**config.mk**
```make
export PLATFORM = sky130hd
export DESIGN_NAME = fetch_unit
export DESIGN_NICKNAME = d
export VERILOG_FILES = /design/src/rtl/fetch_unit_pkg.sv /design/src/rtl/fetch_unit_next_pc_logic.sv /design/src/rtl/fetch_unit.sv
export SDC_FILE = /design/constraint.sdc
export NUM_CORES = 1
export LEC_CHECK = 0
export CAP_MARGIN = 20
export CORE_ASPECT_RATIO = 2
export CORE_MARGIN = 5
export CORE_UTILIZATION = 25
export DETAILED_ROUTE_END_ITERATION = 7
export PLACE_DENSITY = 0.46
export REMOVE_ABC_BUFFERS = 1
export SETUP_SLACK_MARGIN = 0.02
export SLEW_MARGIN = 20
export SYNTH_ARGS = -nofsm -noshare
export SYNTH_HDL_FRONTEND = slang
export SYNTH_HIERARCHICAL = 1
export SYNTH_SLANG_ARGS = --single-unit
```
**constraint.sdc**
```tcl
create_clock -name clk -period 4.69 [get_ports clk]
set_input_delay 0.7035 -clock clk [delete_from_list [all_inputs] [get_ports clk]]
set_output_delay 0.7035 -clock clk [all_outputs]
set_load 0.1 [all_outputs]
```
**src/rtl/fetch_unit_pkg.sv**
```systemverilog
// ============================================================================
// Module : fetch_unit_pkg
// Brief  : Opcodes, FSM state encoding and reset PC shared by the fetch stage.
// Rev    : 1.0
// ============================================================================
`default_nettype none

package fetch_unit_pkg;

  localparam logic [5:0] OP_J   = 6'b000010;
  localparam logic [5:0] OP_BEQ = 6'b000100;
  localparam logic [5:0] OP_BNE = 6'b000101;

  localparam logic [31:0] DEFAULT_RESET_PC = 32'h0040_0020;

  typedef enum logic [1:0] {
    RESET = 2'd0,
    RUN   = 2'd1,
    HALT  = 2'd2
  } state_e;

endpackage

`default_nettype wire

```
**src/rtl/fetch_unit_next_pc_logic.sv**
```systemverilog
// ============================================================================
// Module : next_pc_logic
// Brief  : Combinational next-PC selection (sequential, beq/bne, j) and
//          self-jump detection.
// Rev    : 1.0
// ============================================================================
`default_nettype none

module next_pc_logic
  import fetch_unit_pkg::*;
(
  input  logic [31:0] pc_i,
  input  logic [31:0] instruction_i,
  input  logic        alu_zero_i,
  output logic [31:0] pc_plus4_o,
  output logic [31:0] next_pc_o,
  output logic        is_self_jump_o
);

  logic [5:0]  opcode;
  logic [31:0] jump_target;
  logic [31:0] branch_target;
  logic        branch_taken;

  always_comb begin
    opcode        = instruction_i[31:26];
    pc_plus4_o    = pc_i + 32'd4;
    jump_target   = {pc_plus4_o[31:28], instruction_i[25:0], 2'b00};
    branch_target = pc_plus4_o + {{14{instruction_i[15]}}, instruction_i[15:0], 2'b00};
    branch_taken  = ((opcode == OP_BEQ) &&  alu_zero_i) ||
                    ((opcode == OP_BNE) && !alu_zero_i);

    next_pc_o = pc_plus4_o;
    if (opcode == OP_J) begin
      next_pc_o = jump_target;
    end else if (branch_taken) begin
      next_pc_o = branch_target;
    end

    // Only a j counts; a branch back onto itself keeps looping.
    is_self_jump_o = (opcode == OP_J) && (jump_target == pc_i);
  end

endmodule

`default_nettype wire

```
**src/rtl/fetch_unit.sv**
```systemverilog
// ============================================================================
// Module : fetch_unit
// Brief  : Program counter, RESET/RUN/HALT sequencing and retired-instruction
//          counter for the single-cycle datapath.
// Rev    : 1.0
// ============================================================================
`default_nettype none

module fetch_unit
  import fetch_unit_pkg::*;
#(
  parameter logic [31:0] RESET_PC    = DEFAULT_RESET_PC,
  parameter int          COUNT_WIDTH = 32
) (
  input  logic                   clk,
  input  logic                   start_up,
  input  logic [31:0]            instruction,
  input  logic                   alu_zero,
  input  logic                   stall,
  output logic [31:0]            pc_out,
  output logic [31:0]            pc_plus4,
  output logic                   halted,
  output logic                   running,
  output logic [COUNT_WIDTH-1:0] inst_count
);

  localparam logic [COUNT_WIDTH-1:0] COUNT_ONE = {{(COUNT_WIDTH-1){1'b0}}, 1'b1};

  state_e                 state_q, state_d;
  logic [31:0]            pc_q, pc_d;
  logic [COUNT_WIDTH-1:0] count_q, count_d;

  logic [31:0] next_pc;
  logic        is_self_jump;

  next_pc_logic u_next_pc_logic (
    .pc_i           (pc_q),
    .instruction_i  (instruction),
    .alu_zero_i     (alu_zero),
    .pc_plus4_o     (pc_plus4),
    .next_pc_o      (next_pc),
    .is_self_jump_o (is_self_jump)
  );

  always_ff @(posedge clk) begin
    if (start_up) begin
      state_q <= RESET;
      pc_q    <= RESET_PC;
      count_q <= '0;
    end else begin
      state_q <= state_d;
      pc_q    <= pc_d;
      count_q <= count_d;
    end
  end

  always_comb begin
    state_d = state_q;
    pc_d    = pc_q;
    count_d = count_q;

    unique case (state_q)
      RESET: begin
        state_d = RUN;
      end
      RUN: begin
        if (!stall) begin
          count_d = (&count_q) ? count_q : count_q + COUNT_ONE;
          if (is_self_jump) begin
            state_d = HALT;
          end else begin
            pc_d = next_pc;
          end
        end
      end
      HALT: begin
      end
      default: begin
        state_d = RESET;
      end
    endcase
  end

  assign pc_out     = pc_q;
  assign inst_count = count_q;
  assign halted     = (state_q == HALT);
  assign running    = (state_q == RUN);

endmodule

`default_nettype wire

```
==> out/qor.yml, run 1 <==
status: "complete, no violations"
first_iter_violations: 197
fill_cells: 2520
critPathCaptureType: "flop"
setup_slack_ns: 0.586
hold_path_startpoint: "pc_out[31]"
setup_viol: 0
synth_top_area_share_pct: 23.1
synth_area_sq_um: 5730
clockBufferDepth: 2
drc_errors: 0
max_freq_mhz: 244
synth_edf_count: 0
yosysMostFrequentCell: "nand2_1"
clock_latency_ns: 0.34
diodes: 0
ys_warn_count: 6
placed_area_sq_um: 7320
final_net_count: 980
cellPowerDensity_nw_per_um2: 202
core_area_sq_um: 22600
ys.flop_type: "dfxtp_1"
cts-root-buf: "clkbuf_16"
drv_slew: 0
antenna_found_initial: 0
first_pass_iters: 5
period_minus_slack_ns: 4.10
start_util_pct: 25.3
cts_sinks: 66
drt_wl_total_um: 24400
hold_viol: 0
r2r_cells: 17
cts_tree: "done"
critPathLaunchType: "flop"
io_buffer_count: 133
async_reset_ff_share_pct: 0
hold_buffers: 0
gp_congestion: 0.895
h-tree-depth: 3
holdPathEnd: "pc_out[31]"
grt_max_degree: 50
grt.total_usage_pct: 18.3
dieWidth_um: 117
dp_hpwl_um: 19100
worstPathArrival_ns: 4.28
post_drt_wl_per_cell_um: 20.5
seq_area_frac_synth_pct: 23.1
hold-path-cell-count: 2
num_io_pins: 134
synth_area_leaders: "dfxtp_1 (23%), a21oi_1 (9.0%), ha_1 (8.1%)"
path_class: "flop to flop"
drive_gt1_share_pct: 8.67
cts_buffers: 9
r2r-end: "pc_out[31]"
grt_pass1_vias: 6320
synth_commonest_cells: "nand2_1 (114), a21oi_1 (103), dfxtp_1 (66)"
via_count: 6201
vdd_drop_max_uv: 118
rsz0062_at_grt: "false"
ant_nets: 0
placementRows: 78
yosys.area.top_type: "dfxtp_1"
leakage_nw: 2.86
maxCapViolCount: 0
final_util_pct: 33.6
skew_ns: 0.0104
die_y_um: 224
r2r_slack_ns: 0.59
area_growth_pct: 32.7
holdCritPathClass: "flop to flop"
grt_pass1_wl_um: 36500
whs_ns: 0.484
path_clk_slew_ns: 0.06
synth_area_per_cell_sq_um: 7.35
synth.distinct_cells: 67
gr-total-overflow: 0
finalCritPeriodShare_pct: 87.5
crit_fanout: 8
dp_slack_ns: 0.438
cts_setup_buffers: 0
tightest_slew_ns: 1.10
ys_seq_elements: 66
totalPowerFinal_mw: 1.54
syn_inst: 779
vias_per_cell: 5.21
fin_area_sq_um: 7600
fp.dieArea_sq_um: 26200
required_ns: 4.87
max_slew_margin_pct: 26.7
reg2reg_from: "pc_out[7]"
state kept, by name, indices dropped and copies added, names as in the netlist:
name and count:
inst_count 32, pc_out 32, state_q 2
critical path, cell delays in order, from the launching register on:
cell and delay [ns]:
dfxtp_1 0.50, and3_1 0.26, nand3_1 0.21, nor3_1 0.43, nand3_1 0.20, xnor2_2 0.35
ha_1 0.41, a21o_1 0.24, a21o_1 0.17, a21o_1 0.19, a211oi_1 0.25, o21bai_1 0.10
a41oi_2 0.16, xnor2_1 0.13, nand2_1 0.08, xnor2_1 0.13, nand2_1 0.06, a21oi_1 0.06
placed cells by master (no fill, tap or decap), drive strengths merged, types with 9 or more instances in the layout:
cell,netlist,layout
nand2,114,114
clkdlybuf4s50,0,112
a21oi,104,104
dfxtp,66,66
nor2,60,60
xnor2,46,46
o21ai,45,45
xor2,39,39
buf,10,38
ha,37,37
nand3,33,33
nand4,22,22
nor3,20,20
or3,19,19
a21o,16,16
inv,11,12
nor2b,11,11
clkbuf,24,10
o22ai,9,9
final cells by class:
| class | instances | area [sq um] | area share [%] |
|---|---|---|---|
| clock buffer | 10 | 229 | 3.01 |
| clock inverter | 6 | 42.5 | 0.560 |
| inverter | 12 | 58.8 | 0.774 |
| multi-input combinational | 667 | 4200 | 55.2 |
| sequential | 66 | 1320 | 17.4 |
| tap | 280 | 350 | 4.61 |
| timing repair buffer | 150 | 1400 | 18.5 |
metrics by stage:
stage | setup TNS [ns] | cells
2_1_floorplan | -15.90 | 745
3_3_place_gp | 0 | 1175
3_5_place_dp | 0 | 1175
4_1_cts | 0 | 1191
5_1_grt | 0 | 1191
6_report | 0 | 1191
worst max path at each step:
stage / to / start / slack [ns]
floorplan: pc_out[31] / pc_out[7] / -1.24
global placement: pc_out[31] / pc_out[7] / 0.45
detailed placement: pc_out[31] / pc_out[7] / 0.44
CTS: pc_out[31] / pc_out[7] / 0.42
global route: pc_out[31] / pc_out[7] / 0.14
finish: pc_out[31] / pc_out[7] / 0.59
routing by layer:
layer / vias up / track usage (%) / share of wire, %
li1: 3049 / - / -
met1: 2897 / 17.8 / 34
met2: 200 / 34.9 / 55
met3: 55 / 3.11 / 5.5
met4: 0 / 10.4 / 5.5
met5: - / 0 / 0
cell families after synthesis:
group / Yosys count / synth area share (%)
AOI/OAI and AO/OA: 218 / 23.1
xor gates and xnor gates: 85 / 13.0
adders and majority gates: 38 / 8.43
buffers and inverters: 46 / 3.84
DFF: 66 / 23.1
muxes: 4 / 0.786
and+or+nand+nor: 322 / 27.8
power by group:
part / internal (mW) / switching (mW) / total [mW]
sequential: 0.566 / 0.00921 / 0.575
clock: 0.359 / 0.291 / 0.651
combinational: 0.108 / 0.205 / 0.313
what timing repair did:
item	4_1_cts	5_1_grt
hold endpoints to repair	0	0
resized for setup	0	1
endpoints found under the setup margin	0	1
Note: power is estimated with default switching activity, not from simulation.
==> run 2: changes to the inputs <==
--- a/config.mk
+++ b/config.mk
@@ -10,7 +10,8 @@
 export CORE_MARGIN = 5
 export CORE_UTILIZATION = 25
 export DETAILED_ROUTE_END_ITERATION = 7
-export PLACE_DENSITY = 0.46
+export DONT_BUFFER_PORTS = 1
+export PLACE_DENSITY = 0.38
 export REMOVE_ABC_BUFFERS = 1
 export SETUP_SLACK_MARGIN = 0.02
 export SLEW_MARGIN = 20
==> run 2 against run 1 <==
  * Core utilization down 1.2 points
  * Worst setup slack worse by 0.084 ns
  * Final area down 3.6%
  * Non-clock buffer count down 53
  * Sequential cell count unchanged
  * Largest cell class unchanged
==> out/qor.yml, run 2 (synthesized netlist as in run 1, its figures left out) <==
cts-root-buf: "clkbuf_16"  # unchanged
final_net_count: 927  # was 980
holdCritPathClass: "primary input to flop"  # was flop to flop
vias_per_cell: 5.36  # was 5.21
power_frac_clock_pct: 51.7  # was 42.3%
drt_wl_total_um: 24600  # was 24400 um
drt-met1-wl_um: 7500  # was 8300 um
cts_setup_buffers: 0  # unchanged
hold_viol: 0  # unchanged
period_minus_slack_ns: 4.19  # was 4.10 ns
drv_slew: 0  # unchanged
placed_cells: 1122  # was 1175
final-instance-count-excl-fill: 1138  # was 1191
path_clk_slew_ns: 0.06  # about the same
required_ns: 4.98  # was 4.87 ns
tightest_slew_ns: 1.14  # was 1.10 ns
combPwrFrac_pct: 15.3  # was 20.3%
ant_nets: 0  # unchanged
status: "complete, no violations"  # unchanged
placed_area_sq_um: 6950  # was 7320 sq um
wl_met3_um: 1790  # was 1350 um
worstPathArrival_ns: 4.48  # was 4.28 ns
h-tree-depth: 3  # unchanged
cts_resized: 0  # unchanged
setup_slack_ns: 0.502  # was 0.586 ns
p_int_mw: 1.24  # was 1.03 mW
dieWidth_um: 117  # unchanged
io_buffer_count: 0  # was 133
r2r-end: "pc_out[31]"  # unchanged
start_util_pct: 25.3  # unchanged
die_y_um: 224  # unchanged
final_cell_mix: "nand2_1 (114), a21oi_1 (103), buf_4 (93)"  # was nand2_1 (114), clkdlybuf4s50_1 (112), a21oi_1 (103)
first_pass_iters: 4  # was 5
fin_area_sq_um: 7330  # was 7600 sq um
r2r_cells: 18  # was 17
cts_tree: "done"  # unchanged
max_freq_mhz: 239  # was 244 MHz
first_iter_violations: 255  # was 197
antenna_found_initial: 0  # unchanged
diodes: 0  # unchanged
setup_viol: 0  # unchanged
skew_ns: 0.0101  # was 0.0104 ns
setup_tns_ns: 0  # unchanged
grt_max_degree: 71  # was 50
wl_met2_um: 14100  # was 13400 um
critPathLaunchType: "flop"  # unchanged
critPathCaptureType: "flop"  # unchanged
grt.total_usage_pct: 18.8  # was 18.3%
fill_cells: 2447  # was 2520
hold_path_startpoint: "start_up"  # was pc_out[31]
cts_sinks: 66  # unchanged
area_growth_pct: 27.9  # was 32.7%
totalPowerFinal_mw: 1.72  # was 1.54 mW
fp.dieArea_sq_um: 26200  # unchanged
drive_gt1_share_pct: 19.9  # was 8.67%
p_sw_mw: 0.484  # was 0.505 mW
r2r_slack_ns: 0.50  # was 0.59 ns
via_count: 6095  # was 6201
dp_hpwl_um: 19700  # was 19100 um
clockBufferDepth: 2  # unchanged
grt_pass1_vias: 6374  # was 6320
hold_buffers: 0  # unchanged
maxCapViolCount: 0  # unchanged
rsz0062_at_grt: "false"  # unchanged
reg2reg_from: "pc_out[14]"  # was pc_out[7]
dr.max_layer_used: "met4"  # unchanged
cellPowerDensity_nw_per_um2: 235  # was 202 nW/um^2
layout_commonest_cell: "nand2_1"  # unchanged
crit_fanout: 8  # unchanged
placementRows: 78  # unchanged
core_area_sq_um: 22600  # unchanged
endpoint: "pc_out[31]"  # unchanged
max_slew_margin_pct: 23.8  # was 26.7%
grt_pass1_wl_um: 36600  # was 36500 um
clock_latency_ns: 0.36  # was 0.34 ns
vdd_drop_max_uv: 208  # was 118 uV
gp_congestion: 0.891  # was 0.895
post_drt_wl_per_cell_um: 21.6  # was 20.5 um
leakage_nw: 2.98  # was 2.86 nW
drc_errors: 0  # unchanged
gr-total-overflow: 0  # unchanged
cts_buffers: 9  # unchanged
num_io_pins: 134  # unchanged
path_class: "flop to flop"  # unchanged
p_seq_share_pct: 33.0  # was 37.4%
dp_slack_ns: 0.463  # was 0.438 ns
crit_start: "pc_out[14]"  # was pc_out[7]
finalCritPeriodShare_pct: 89.3  # was 87.5%
swShare_pct: 28.1  # was 32.8%
run 2: cell types whose count changed in the layout (fill, tap and decap cells not counted), moves of 11 or more:
cell             change
clkdlybuf4s50_1    -112
xor2_1              -11
xor2_2              +11
xnor2_1             -16
buf_4               +56
xnor2_2             +16
run 2: layer usage:
layer  vias to the layer above  global-route usage, %
li1                       2939                      -
met1                      2948                   15.8
met2                       156                   36.7
met3                        52                   6.54
met4                         0                   9.93
met5                         -                      0
run 2: cell type report:
class | instances | area [sq um] | area share, %
Multi-Input combinational cell | 667 | 4410 | 60.2
Sequential cell | 66 | 1320 | 18.1
Timing Repair Buffer | 97 | 808 | 11.0
Tap cell | 280 | 350 | 4.78
Clock buffer | 10 | 239 | 3.26
Clock inverter | 6 | 136 | 1.86
Inverter | 12 | 58.8 | 0.803
run 2: through the flow:
step                util (%)  hold slack (ns)
floorplan                  -            0.459
global placement        30.7            0.502
detailed placement      30.7            0.512
CTS                     32.4            0.398
global route            32.4            0.398
finish                  32.4            0.412
run 2: power groups by stage:
stage                     registers [mW]  logic, mW  clock network, mW
after floorplan                    0.618      0.158                  0
after global placement             0.581      0.263                  0
after global routing               0.569      0.282              0.942
after detailed placement           0.581      0.264                  0
final                              0.569      0.263              0.889
after CTS                          0.568      0.265              0.914
run 2: worst max-delay path, cell delays in order (launching register included):
cell and delay, ns:
dfxtp_1 0.33, nand3_1 0.13, nor2_1 0.28, nand3_1 0.20
nor3_1 0.58, nand3_1 0.23, xnor2_2 0.20, ha_1 0.39
a21o_1 0.22, a21o_1 0.17, a21o_1 0.20, a211oi_1 0.29
o21bai_1 0.12, a41oi_2 0.17, xnor2_1 0.14, nand2_1 0.08
xnor2_1 0.18, nand2_1 0.07, a21oi_1 0.12
run 2: worst min path at each step:
stage | end | slack [ns] | depth (start not counted)
3_3_place_gp | state_q[0] | 0.50 | 1
2_1_floorplan | state_q[0] | 0.46 | 1
3_5_place_dp | state_q[0] | 0.51 | 1
4_1_cts | pc_out[6] | 0.40 | 1
5_1_grt | inst_count[12] | 0.40 | 1
6_report | inst_count[7] | 0.41 | 1
